[src/rtl/if_id_buffer.sv]
// IF/ID pipeline register with instruction assembly.
// Registers fetched words and assembles one- or two-word instructions:
// a first word with bit [0] set is followed by an immediate word. The
// assembled instruction is presented to decode one clock after its last
// word is sampled. Flush discards everything in flight; stall freezes
// all state and drops the incoming word.
module if_id_buffer #(
  parameter int PC_WIDTH    = 32,
  parameter int INSTR_WIDTH = 16
) (
  input  logic                   clk,
  input  logic                   rst,
  input  logic [INSTR_WIDTH-1:0] instr_in,
  input  logic [PC_WIDTH-1:0]    pc_in,
  input  logic                   in_valid,
  input  logic                   stall,
  input  logic                   flush,
  output logic [INSTR_WIDTH-1:0] out_instr,
  output logic [INSTR_WIDTH-1:0] out_imm,
  output logic [PC_WIDTH-1:0]    out_pc,
  output logic                   out_has_imm,
  output logic                   out_valid,
  output logic [15:0]            out_count
);

  typedef enum logic {
    S_FIRST = 1'b0,  // expecting an opcode word
    S_IMM   = 1'b1   // opcode held, expecting its immediate word
  } state_t;

  state_t                 r_state;
  logic [INSTR_WIDTH-1:0] r_hold_instr;
  logic [PC_WIDTH-1:0]    r_hold_pc;
  logic [INSTR_WIDTH-1:0] r_out_instr;
  logic [INSTR_WIDTH-1:0] r_out_imm;
  logic [PC_WIDTH-1:0]    r_out_pc;
  logic                   r_out_has_imm;
  logic                   r_out_valid;
  logic [15:0]            r_out_count;

  // Delivered-instruction counter saturates instead of wrapping.
  logic [15:0] w_count_next;
  assign w_count_next = (r_out_count == 16'hFFFF) ? r_out_count : r_out_count + 16'd1;

  // Assembly FSM with registered outputs; flush outranks stall, stall outranks fetch.
  // NOTE: every register here is assigned with <= so all of them sample the
  // pre-edge values; blocking = would let later statements see updated state.
  always_ff @(posedge clk or posedge rst) begin
    if (rst) begin
      // NOTE: every flop in this block is a plain register (no memory array),
      // so all of it is cleared asynchronously, including the hold registers.
      r_state       <= S_FIRST;
      r_hold_instr  <= '0;
      r_hold_pc     <= '0;
      r_out_instr   <= '0;
      r_out_imm     <= '0;
      r_out_pc      <= '0;
      r_out_has_imm <= 1'b0;
      r_out_valid   <= 1'b0;
      r_out_count   <= '0;
    end else if (flush) begin
      // Discard the in-flight word and anything held; out_pc is kept for debug.
      r_state       <= S_FIRST;
      r_hold_instr  <= '0;
      r_hold_pc     <= '0;
      r_out_instr   <= '0;
      r_out_imm     <= '0;
      r_out_has_imm <= 1'b0;
      r_out_valid   <= 1'b0;
    end else if (stall) begin
      // Decode is busy: everything holds and the incoming word is dropped.
      r_state <= r_state;
    end else if (!in_valid) begin
      // Bubble: nothing new to present, but a pending opcode keeps waiting.
      r_out_valid <= 1'b0;
    end else begin
      unique case (r_state)
        S_FIRST: begin
          if (!instr_in[0]) begin
            r_out_instr   <= instr_in;
            r_out_pc      <= pc_in;
            r_out_imm     <= '0;
            r_out_has_imm <= 1'b0;
            r_out_valid   <= 1'b1;
            r_out_count   <= w_count_next;
          end else begin
            r_hold_instr <= instr_in;
            r_hold_pc    <= pc_in;
            r_out_valid  <= 1'b0;
            r_state      <= S_IMM;
          end
        end
        S_IMM: begin
          // The word arriving here is data; its bit [0] is not decoded.
          r_out_instr   <= r_hold_instr;
          r_out_pc      <= r_hold_pc;
          r_out_imm     <= instr_in;
          r_out_has_imm <= 1'b1;
          r_out_valid   <= 1'b1;
          r_out_count   <= w_count_next;
          r_state       <= S_FIRST;
        end
        default: r_state <= S_FIRST;
      endcase
    end
  end

  assign out_instr   = r_out_instr;
  assign out_imm     = r_out_imm;
  assign out_pc      = r_out_pc;
  assign out_has_imm = r_out_has_imm;
  assign out_valid   = r_out_valid;
  assign out_count   = r_out_count;

endmodule

[config.mk]
export PLATFORM = sky130hd
export DESIGN_NAME = if_id_buffer
export DESIGN_NICKNAME = d
export VERILOG_FILES = /design/src/rtl/if_id_buffer.sv
export SDC_FILE = /design/constraint.sdc
export NUM_CORES = 1
export LEC_CHECK = 0
export CAP_MARGIN = 30
export CORE_MARGIN = 4
export CORE_UTILIZATION = 28
export DETAILED_ROUTE_END_ITERATION = 8
export PLACE_DENSITY = 0.48
export REMOVE_ABC_BUFFERS = 1
export SETUP_SLACK_MARGIN = 0.15
export SYNTH_ARGS = -nofsm -noshare
export SYNTH_HDL_FRONTEND = slang
export SYNTH_SLANG_ARGS = --single-unit
[constraint.sdc]
create_clock -name clk -period 12.7 [get_ports clk]
set_input_delay 3.175 -clock clk [delete_from_list [all_inputs] [get_ports clk]]
set_output_delay 3.175 -clock clk [all_outputs]
set_load 0.05 [all_outputs]
==> metrics.yaml <==
yosys_warnings: 0
htreeDepth: 4
ff_latch_area_sq_um: 3280
endpoint_kind: "register"
clock_path_buffers: 2
worstMarginPinSlew_ns: 0.971
drt-initial-drc-count: 159
leakage_nw: 3.36
finalHoldViolCount: 0
syn_inst: 442
peakVddDrop_uv: 84.3
die_h_um: 148
design.die.area_sq_um: 21800
grt_max_degree: 79
clock-sinks: 131
drc: 0
max_freq_mhz: 197
io_buffers: 134
start_util: 0.288
gr-usage-all-layers: 0.137
diodes: 0
avgSynthCellArea_sq_um: 12.3
synth_area_sq_um: 5460
drive_gt1_frac: 0.0962
rsz0062_at_grt: "false"
finalSetupTns_ns: 0
rows: 50
place_congestion: 0.708
final_cell_mix: "134 x clkdlybuf4s50_1, 130 x dfrtp_1, 64 x a22o_1"
ctsResizeCount: 0
seq_area_frac_synth: 0.601
antenna_found_initial: 0
clk_latency_ns: 0.41
die_x_um: 148
cts_made_buffers: 17
routedWlPerCell_um: 16.7
crit_path_start_kind: "input port"
first_pass_iters: 4
slew_headroom: 0.352
dp_slack_ns: 7.17
via_per_inst: 4.72
setup_viol: 0
finalMaxSlewViolations: 0
vias: 3973
io_pins: 135
ctsRootBufferMaster: "clkbuf_16"
hold_buffers: 0
status: "completed"
clkTransAtPathRegs_ns: 0.06
wirelength_mm: 14.1
hold_path.class: "reg -> reg"
cp_max_fo: 78
grt_first_pass_wirelength_mm: 23.7
overflow: 0
core-area_sq_um: 19000
powerDensity_nw_per_um2: 171
grt_pass1_vias: 4302
min_period_over_period: 0.400
final_nets: 623
cts_tree: "done"
synth-seq-cells: 131
skew_ns: 0.00732
area_delta_synth_final_pct: 41.9
place_hpwl_mm: 8.87
final_common_cell: "clkdlybuf4s50_1"
worstPathArrival_ns: 5.37
fillers: 1813
timing.final.crit_period_ns: 5.08
ys_types: 38
post_cts_buffers: 0
multi_input_area_sq_um: 2020
drtAntennaViolNets: 0
cp.required_ns: 12.99
cap_violations: 0
path_class: "in -> reg"
setup_ws_ns: 7.62
[registers in the layout (all words and copies together) (netlist names)]
name,flops
r_hold_instr,16
out_has_imm,1
out_count,16
out_imm,16
r_state,1
out_valid,1
out_pc,32
r_hold_pc,32
out_instr,16
[report_power, final]
part,switching [mW],total (mW),leakage (nW),internal (mW)
sequential,0.0356,0.490,1.76,0.455
combinational,0.176,0.273,1.28,0.0965
clock,0.193,0.564,0.328,0.371
[layer usage]
metal,vias to the layer above,track usage,part of all wire
li1,1871,-,-
met1,1983,0.182,0.47
met2,106,0.214,0.46
met3,13,0.0484,0.057
met4,0,0.0336,0.010
met5,-,0,0
[critical path, cell delays in order]
cell and delay (ns):
clkdlybuf4s50_1 0.43, and2b_1 0.36, nand3_4 0.63, nor2_1 0.39
mux2_2 0.37
[final timing paths]
check                                start         endpoint  slack (ns)  cells after the start
min in group asynchronous              rst       out_pc[29]        3.17                      2
min                        r_hold_instr[0]  r_hold_instr[0]        0.48                      1
max reg2reg                        r_state     out_count[1]        9.92                      4
max                                  stall     out_count[1]        7.62                      5
min reg2reg                r_hold_instr[0]  r_hold_instr[0]        0.48                      1
max in group asynchronous              rst     r_hold_pc[4]        8.38                      4
[final cells by class]
cell class,count,area share
sequential,131,0.424
multi-input combinational,275,0.261
timing repair buffer,141,0.183
clock buffer,17,0.0550
tap,260,0.0420
clock inverter,15,0.0328
inverter,3,0.00210
[metrics by stage]
stage	hold slack, ns	cells	area [sq um]	utilization	total power [mW]
after CTS	0.486	842	7740	0.408	1.35
after global placement	0.465	808	7030	0.371	0.771
after floorplan	0.455	409	5290	-	0.659
final	0.481	842	7740	0.408	1.33
after global routing	0.508	842	7740	0.408	1.39
after detailed placement	0.473	810	7060	0.372	0.774
[Yosys cell counts, drive strengths merged]
library cell | n | share of area
inv | 3 | 0.0021
ha | 1 | 0.0023
nor2 | 20 | 0.014
or3 | 1 | 0.0011
nor2b | 1 | 0.0011
xnor2 | 2 | 0.0032
a211oi | 15 | 0.021
nand2 | 37 | 0.025
buf | 25 | 0.024
a21oi | 2 | 0.0018
nor4 | 7 | 0.013
a21o | 2 | 0.0028
nand4 | 5 | 0.0080
xor2 | 13 | 0.021
mux2 | 1 | 0.0021
nand3b | 1 | 0.0014
nor3 | 9 | 0.011
and2b | 1 | 0.0014
and4 | 1 | 0.0018
or4 | 2 | 0.0028
a22o | 64 | 0.10
o21ai | 32 | 0.029
nand3 | 5 | 0.0069
mux2i | 47 | 0.086
clkbuf | 8 | 0.0055
or2b | 1 | 0.0014
and3 | 1 | 0.0011
o21a | 1 | 0.0014
dfrtp | 131 | 0.60
nand2b | 3 | 0.0034
[kinds of logic (layout without fill, tap and decap cells)]
logic type               after synthesis  after routing  share of synthesized area
multiplexers                          48             48                     0.0883
adder cells (fa/ha/maj)                1              1                    0.00229
AO/OA/AOI/OAI                        116            116                      0.159
flip-flops                           131            131                      0.601
buffers and inverters                 36            176                     0.0319
XOR/XNOR                              15             15                     0.0241
AND/OR/NAND/NOR                       95             95                     0.0938
Note: power is estimated with default switching activity, not from simulation.
